<file path="src/rtl/carwash_pkg.sv">
// rtl/carwash_pkg.sv - shared types and default constants for the car wash timer unit
//
// Contents:
//   timer_state_t : per-timer FSM state (CLEAR, RUN, DONE), 2-bit encoding
//   CW_TICK_DIV   : default clock cycles per timer tick
//   CW_T1_TICKS   : default spray duration in ticks
//   CW_T2_TICKS   : default rinse duration in ticks
//   CW_CNT_W      : default width of prescaler and tick counters

package carwash_pkg;

    typedef enum logic [1:0] {
        CLEAR = 2'd0,
        RUN   = 2'd1,
        DONE  = 2'd2
    } timer_state_t;

    localparam int CW_TICK_DIV = 1000;
    localparam int CW_T1_TICKS = 30;
    localparam int CW_T2_TICKS = 20;
    localparam int CW_CNT_W    = 16;

endpackage : carwash_pkg

</file>
<file path="src/rtl/carwash_timer.sv">
// rtl/carwash_timer.sv - single countdown timer: CLEAR/RUN/DONE FSM with prescaler and tick counter
//
// Optional feature macro: CARWASH_TIMER_PAUSE_EN (adds the PAUSE input).
//
// Parameters:
//   TICK_DIV : clock cycles per tick (>= 1)
//   TICKS    : timer duration in ticks (>= 1)
//   CNT_W    : prescaler / tick counter width
//
// Ports:
//   clk   : system clock, rising edge
//   clr_n : asynchronous active-low reset
//   CLR   : clear/hold timer, active high, overrides everything
//   PAUSE : freeze a running timer, active high (CARWASH_TIMER_PAUSE_EN only)
//   DONE  : timer expired, registered

module carwash_timer
    import carwash_pkg::*;
#(
    parameter int TICK_DIV = CW_TICK_DIV,
    parameter int TICKS    = CW_T1_TICKS,
    parameter int CNT_W    = CW_CNT_W
) (
    input  logic clk,
    input  logic clr_n,
    input  logic CLR,
`ifdef CARWASH_TIMER_PAUSE_EN
    input  logic PAUSE,
`endif
    output logic DONE
);

    localparam logic [CNT_W-1:0] SUB_LAST = CNT_W'(TICK_DIV - 1);
    localparam logic [CNT_W-1:0] TK_LAST  = CNT_W'(TICKS - 1);
    localparam logic [CNT_W-1:0] CNT_ONE  = CNT_W'(1);

    timer_state_t     state;
    logic [CNT_W-1:0] sub;
    logic [CNT_W-1:0] tk;
    logic             done_q;
    logic             hold;

`ifdef CARWASH_TIMER_PAUSE_EN
    assign hold = PAUSE;
`else
    assign hold = 1'b0;
`endif

    // The enum literal DONE is hidden by the output port of the same name,
    // so state literals are referenced through the package scope.
    always_ff @(posedge clk or negedge clr_n) begin
        if (!clr_n) begin
            state  <= carwash_pkg::CLEAR;
            sub    <= '0;
            tk     <= '0;
            done_q <= 1'b0;
        end else if (CLR) begin
            state  <= carwash_pkg::CLEAR;
            sub    <= '0;
            tk     <= '0;
            done_q <= 1'b0;
        end else begin
            case (state)
                carwash_pkg::CLEAR: begin
                    // Leaving CLEAR is edge 0; counting starts on the next edge.
                    state  <= carwash_pkg::RUN;
                    done_q <= 1'b0;
                end
                carwash_pkg::RUN: begin
                    if (!hold) begin
                        if (sub == SUB_LAST) begin
                            sub <= '0;
                            if (tk == TK_LAST) begin
                                // tk is left at its last value: counters freeze in DONE.
                                state  <= carwash_pkg::DONE;
                                done_q <= 1'b1;
                            end else begin
                                tk <= tk + CNT_ONE;
                            end
                        end else begin
                            sub <= sub + CNT_ONE;
                        end
                    end
                end
                carwash_pkg::DONE: begin
                    done_q <= 1'b1;
                end
                default: begin
                    state  <= carwash_pkg::CLEAR;
                    sub    <= '0;
                    tk     <= '0;
                    done_q <= 1'b0;
                end
            endcase
        end
    end

    assign DONE = done_q;

endmodule : carwash_timer

</file>
<file path="src/rtl/carwash_timer_unit.sv">
// rtl/carwash_timer_unit.sv - spray and rinse expiry timers for the car wash controller
//
// Optional feature macro: CARWASH_TIMER_PAUSE_EN (adds the PAUSE input).
//
// Parameters:
//   TICK_DIV : clock cycles per tick (>= 1), shared by both timers
//   T1_TICKS : spray duration in ticks (>= 1)
//   T2_TICKS : rinse duration in ticks (>= 1)
//   CNT_W    : prescaler / tick counter width
//
// Ports:
//   clk    : system clock, rising edge
//   clr_n  : asynchronous active-low reset
//   CLRT1  : clear/hold spray timer, active high
//   CLRT2  : clear/hold rinse timer, active high
//   PAUSE  : freeze running timers, active high (CARWASH_TIMER_PAUSE_EN only)
//   T1DONE : spray time expired, registered
//   T2DONE : rinse time expired, registered

module carwash_timer_unit
    import carwash_pkg::*;
#(
    parameter int TICK_DIV = CW_TICK_DIV,
    parameter int T1_TICKS = CW_T1_TICKS,
    parameter int T2_TICKS = CW_T2_TICKS,
    parameter int CNT_W    = CW_CNT_W
) (
    input  logic clk,
    input  logic clr_n,
    input  logic CLRT1,
    input  logic CLRT2,
`ifdef CARWASH_TIMER_PAUSE_EN
    input  logic PAUSE,
`endif
    output logic T1DONE,
    output logic T2DONE
);

    carwash_timer #(
        .TICK_DIV (TICK_DIV),
        .TICKS    (T1_TICKS),
        .CNT_W    (CNT_W)
    ) u_spray (
        .clk   (clk),
        .clr_n (clr_n),
        .CLR   (CLRT1),
`ifdef CARWASH_TIMER_PAUSE_EN
        .PAUSE (PAUSE),
`endif
        .DONE  (T1DONE)
    );

    carwash_timer #(
        .TICK_DIV (TICK_DIV),
        .TICKS    (T2_TICKS),
        .CNT_W    (CNT_W)
    ) u_rinse (
        .clk   (clk),
        .clr_n (clr_n),
        .CLR   (CLRT2),
`ifdef CARWASH_TIMER_PAUSE_EN
        .PAUSE (PAUSE),
`endif
        .DONE  (T2DONE)
    );

endmodule : carwash_timer_unit

</file>
<file path="config.mk">
export PLATFORM = sky130hd
export DESIGN_NAME = carwash_timer_unit
export DESIGN_NICKNAME = d
export VERILOG_FILES = /design/src/rtl/carwash_pkg.sv /design/src/rtl/carwash_timer.sv /design/src/rtl/carwash_timer_unit.sv
export SDC_FILE = /design/constraint.sdc
export NUM_CORES = 1
export LEC_CHECK = 0
export BUFFER_PORTS_ARGS = -buffer_cell sky130_fd_sc_hd__buf_4
export CAP_MARGIN = 20
export CORE_UTILIZATION = 65
export CTS_CLUSTER_DIAMETER = 50
export DETAILED_ROUTE_END_ITERATION = 6
export PLACE_DENSITY_LB_ADDON = 0.05
export SLEW_MARGIN = 20
export SYNTH_ARGS = -nofsm -noshare
export SYNTH_HDL_FRONTEND = slang
export SYNTH_SLANG_ARGS = --single-unit
</file>
<file path="constraint.sdc">
create_clock -name clk -period 3.9 [get_ports clk]
set_input_delay 0.39 -clock clk [delete_from_list [all_inputs] [get_ports clk]]
set_output_delay 0.39 -clock clk [all_outputs]
set_load 0.005 [all_outputs]
</file>
Word level (Yosys, flattened, before mapping):

Cells that the tools add are included.

* register bits after elaboration: 70
* input bits: 4
* output and inout port bits: 2
* word-level logic and storage cells: 70

* add/subtract/negate cells: 4
* equality and inequality tests: 18
* multiplexer cells: 30
* reduce and logical (&&, ||, !) cells: 10

Operator list (number)
* two-way mux 16 bit: 10
* case mux 16 bit (2 select lines): 4
* adder 16 x 1 -> 16 bit (second input constant): 4
* == test 16 x 10 -> 1 bit (second input constant): 2
* == test 16 x 5 -> 1 bit (second input constant): 2
* two-way mux 2 bit: 6
* != test 3 x 2 -> 1 bit (second input constant): 4
* case mux 2 bit (3 select lines): 2
* AND reduction 3 bit: 4
* two-way mux 1 bit: 6
* != test 3 bit (second input constant): 2
* == test 2 x 1 -> 1 bit (second input constant): 2
* == test 2 bit (second input constant): 2
* logical NOT 2 bit: 2
* != test 2 x 1 -> 1 bit (second input constant): 2
* != test 2 bit (second input constant): 2
* case mux 1 bit (2 select lines): 2
* AND reduction 2 bit: 2
* OR reduction 2 bit: 2

Longest topological paths before layout:

* depth in word-level cells: 5
* gate-level depth with buffers: 10
* mapped depth without buffers: 7

Cells and area by module:

From an unflattened synthesis, not the netlist that was laid out.

* cell total of the unflattened synthesis: 430
* area, all modules: 3976.3 um^2

By module, submodules not included
* carwash_timer (u_rinse): times used 1, cells an instance 219, area each 1994.4 um^2, sequential area each 875.8 um^2
* carwash_timer (u_spray): times used 1, cells an instance 211, area each 1981.9 um^2, sequential area each 875.8 um^2

Worst setup path after synthesis:

No wires, ideal clock.

* path kind: register to register
* from: reg u_spray.state[0]
* to: reg u_spray.sub[15]
* setup time: 0.132 ns
* arrival: 1.931 ns
* data required time: 3.768 ns
* slack: 1.837 ns
* cell stages (with the launch flop): 9
* path buffers: 1
* period minus slack after synthesis: 2.063 ns
* cells stage by stage: dfrtp_1 inv_1 ha_1 o21ba_2 or4b_1 clkbuf_1 nor4_1 xnor2_1 nor2_1

* longest elaborated chain between the ends: 4
* elaborated cells on any way between the ends: 7
* those cells by class: eq/ne: 3; mux: 2; reduce/logical: 2

RTL lines
* start: declaration: RTL line carwash_timer.sv:37 `timer_state_t state;`
* start signal: assignment: RTL line carwash_timer.sv:53 `state <= carwash_pkg::CLEAR;`
* start signal: assignment: RTL line carwash_timer.sv:58 `state <= carwash_pkg::CLEAR;`
* start signal: assignment: RTL line carwash_timer.sv:66 `state <= carwash_pkg::RUN;`
* == test 2 bit / logical NOT 2 bit (equally long branches): RTL line carwash_timer.sv:63 `case (state)`
* OR reduction 2 bit (no source line)
* case mux 16 bit (2 select lines): RTL line carwash_timer.sv:63
* two-way mux 16 bit: RTL line carwash_timer.sv:57 `end else if (CLR) begin`
* end signal: assignment: RTL line carwash_timer.sv:81 `sub <= sub + CNT_ONE;`
* end: declaration: RTL line carwash_timer.sv:38 `logic [CNT_W-1:0] sub;`

Several ways; a longest one is shown, not always the timed one.
A chain may end at the register's enable or synchronous reset.

Worst setup path after layout:

* from: reg u_rinse.state[1]
* to: reg u_rinse.tk[10]

* longest elaborated chain between the ends: 4
* elaborated cells on any way between the ends: 10
* those cells by class: eq/ne: 5; mux: 2; reduce/logical: 3

RTL lines
* start: declaration: RTL line carwash_timer.sv:37
* start signal: assignment: RTL line carwash_timer.sv:53
* start signal: assignment: RTL line carwash_timer.sv:58
* start signal: assignment: RTL line carwash_timer.sv:66
* == test 2 bit / logical NOT 2 bit (equally long branches): RTL line carwash_timer.sv:63
* OR reduction 2 bit (no source line)
* case mux 16 bit (2 select lines) / != test 2 x 1 -> 1 bit (equally long branches)
* two-way mux 16 bit / AND reduction 3 bit (equally long branches)
* end signal: assignment: RTL line carwash_timer.sv:78 `tk <= tk + CNT_ONE;`
* end: declaration: RTL line carwash_timer.sv:39 `logic [CNT_W-1:0] tk;`

Several ways; a longest one is shown, not always the timed one.

==> impl_results.md <==
* Status: finished, final reports clean
* Worst Path Required at 4.14 ns
* Final setup vio count at 0
* Crit Reg-Reg Endpoint: u_rinse.tk[10]
* Slack of the worst reg-to-reg path at 1.42 ns
* Total Negative Setup Slacks at 0 ns
* Number of fill cells at 443
* Final ANT Viol Nets at 0
* Average detailed-routed wire length per instance at 15.8 um
* Synthesized area at 3960 sq um
* Static Leak at 1.69 nW
* Critical path class: flip-flop to flip-flop
* FP Rows at 28
* Placed cell area at 4010 sq um
* Remaining global-route overflow at 0
* Synth-to-layout area growth at 6.80%
* Iteration-0 DRC count of the detailed router at 275
* Period Utilization, post-route at 63.7%
* Maximum Capacitance Violations at 0
* Critical Path Sink Type: flip-flop
* Area of the multi-input gates at 2040 sq um
* Buf/Inv on CP at 1
* Power density cells at 403 nW/um^2
* Overall routing resource usage at 27.7%
* Top post-synthesis cells by area: dfrtp_1 (44%), xnor2_1 (4.6%), o21ai_0 (4.6%)
* Routed via count divided by cell count at 6.28
* Synthesized instance count at 432
* Cell breakdown of the critical path: inv_1 > ha_1 > nand2b_1 > a41o_1 > and4_1 > o21ai_0 > a22o_1
* Iteration count of the initial detailed-routing pass at 4
* Crit-path leading delay family: compound AO/OA/AOI/OAI gates
* Max Fclk at 402 MHz
* Cell Count, Final, Fillers Out at 512
* Initial standard-cell utilization of the core at 67.3%
* Most used flip-flop cell after synthesis: dfrtp_1
* Post-Route WL at 8080 um
* Critical path startpoint: u_rinse.state[1]
* Cells on worst reg2reg path at 7
* Unrepaired setup endpoints after global routing: no
* Share of synthesized registers carrying an async set or reset at 100%
* Number of hold violations in the final report at 0
* Critical path peak fanout at 22
* Die height at 80.0 um
* Crit path arrival time at 2.72 ns
* Maximum number of pins on one net before global-route repair at 71
* Insertion delay of the later-clocked pin in the worst-skew pair at 0.35 ns
* DPL Wire Length at 5290 um
* Worst min path class: input port to asynchronous set/reset pin
* Highest-delay cell along the critical path: a41o_1
* Met3 GRT Util at 5.03%
* Critical Path Source Type: flip-flop
* Met1 layer usage reported by global route at 36.7%
* Clock tree root driver cell: clkbuf_8
* Final RePlAce weighted congestion at 0.861
* Total Nets Final at 447
* Core Box Area at 5890 sq um
* Placed insts at 496
* Cell type with the largest total area after synthesis: dfrtp_1
* Sequential-to-total area share from yosys stat at 44.2%
* Number of warnings printed during yosys synthesis at 0
* IO Pins at 6
* Sinks on Clock Net at 70
* Count of vias placed by the detailed router at 3,214
* Count of cell types in the netlist at 51
* Number of antenna violations at the first check in global routing at 0
* Register clock-pin slew on the reported worst setup and hold paths at 0.08 ns
* Number of remaining DRC errors at 0
* Post-Syn Area per Cell at 9.16 sq um
* Worst slew pin tran at 0.908 ns
* Total setup buffers inserted after CTS at 0
* CTS hold repair buffers at 0
* Count of input and output buffers at 5
* Clock skew at 0.0120 ns
* EDFF count, synth at 0
* Worst IR drop on VDD at 0.290 mV
* Die outline area at 6410 sq um
* X dimension of the die at 80.0 um
* Met2 layer usage reported by global route at 44.2%
* Worst setup timing slack at the placement stage at 1.45 ns
* Power after layout at 1.70 mW
* Busiest grt layer: met2
* Final instance area at 4230 sq um
* Mapped Nets at 447
* Leading post-synthesis cells by instance count: dfrtp_1 (70), nor2_1 (46), o21ai_0 (36)
* Number of buffers added by the clock tree synthesis step at 9
* Final Slew Violations at 0
* Source of the worst register-to-register timing path: u_rinse.state[1]
* Area of all sequential standard cells at 1750 sq um
* Resized cells post-CTS at 0
* Final WS setup at 1.42 ns
* Level count of the clock H-tree at 3
* Post-synth top area share at 44.2%
* Max stage delay on crit path at 0.63 ns
* Number of synthesized register bits at 70
* CTS tree: built
* Number of global-route vias before repair at 3,096
* Total inserted antenna cells at 0
* Min Tclk post-route at 2.48 ns
* Max transition margin at 39.2%
* Fraction of final layout cells with drive strength greater than 1 at 7.55%
* Wire length of the first global-routing pass at 13,800 um
* Largest buffer count on any clock path at 2
* Dominant cell by count in the synthesized netlist: dfrtp_1
[worst register-to-register path: cells and delay by family (launching register included)]
family                     cells  cell delay [ns]
AOI/OAI and AO/OA              3             0.96
DFF                            1             0.37
and+or+nand+nor                2             0.77
buffers and inverters          1             0.07
adders and majority gates      1             0.20
[cell type report]
cell class | count | share of cell area (%)
clock buffers | 10 | 3.26
repair buffers | 7 | 1.24
clock inverters | 6 | 1.98
inverters | 18 | 1.60
multi-input cells | 326 | 48.3
well taps | 75 | 2.22
flip-flops and latches | 70 | 41.4
[through the flow]
stage               util, %  hold slack [ns]
detailed placement     68.1            0.514
CTS                    71.8            0.181
global placement       68.1            0.502
floorplan                 -           0.0944
global route           71.8            0.231
finish                 71.8            0.147
[report_power, final]
part / switching (mW) / internal, mW / leakage [nW]
Clock: 0.284 / 0.377 / 0.116
Combinational: 0.184 / 0.0822 / 0.597
Sequential: 0.0255 / 0.751 / 0.972
[cells in the final DEF (no fill, tap or decap), types with 10 or more instances in the layout]
master / instances
nand2_1: 32
o31ai_1: 14
clkbuf_8: 10
nand4_1: 14
nor2_1: 46
a21oi_1: 19
nand3_1: 19
nor3_1: 12
inv_1: 18
xnor2_1: 21
o21ai_0: 36
ha_1: 11
and4_1: 12
dfrtp_1: 70
[routing by layer]
layer | wire length, um | part of all wire, % | up-vias
met5 | 0 | 0 | -
met4 | 119 | 1.5 | 0
met3 | 299 | 3.7 | 12
met2 | 3840 | 48 | 69
met1 | 3820 | 47 | 1563
li1 | - | - | 1570
[worst max-delay path by stage]
stage / slack, ns / to / cells after the start
after floorplan: 1.84 / u_spray.sub[15] / 8
after global placement: 1.51 / u_rinse.tk[10] / 7
after detailed placement: 1.45 / u_rinse.tk[10] / 7
after CTS: 1.43 / u_rinse.tk[10] / 7
after global routing: 1.26 / u_rinse.tk[10] / 7
final: 1.42 / u_rinse.tk[10] / 7
[state kept, by name, indices dropped and copies added (netlist names)]
| register | flops |
|---|---|
| u_rinse.DONE | 1 |
| u_rinse.state | 2 |
| u_rinse.sub | 16 |
| u_rinse.tk | 16 |
| u_spray.DONE | 1 |
| u_spray.state | 2 |
| u_spray.sub | 16 |
| u_spray.tk | 16 |
[cells by family after synthesis]
family | after synthesis | share of synthesized area [%]
XOR/XNOR | 30 | 6.64
buffers and inverters | 36 | 4.20
multiplexers | 2 | 0.506
flip-flops | 70 | 44.2
AO/OA/AOI/OAI | 98 | 15.7
AND/OR/NAND/NOR | 185 | 25.2
adder cells (fa/ha/maj) | 11 | 3.48
(Power assumes the default switching activity.)
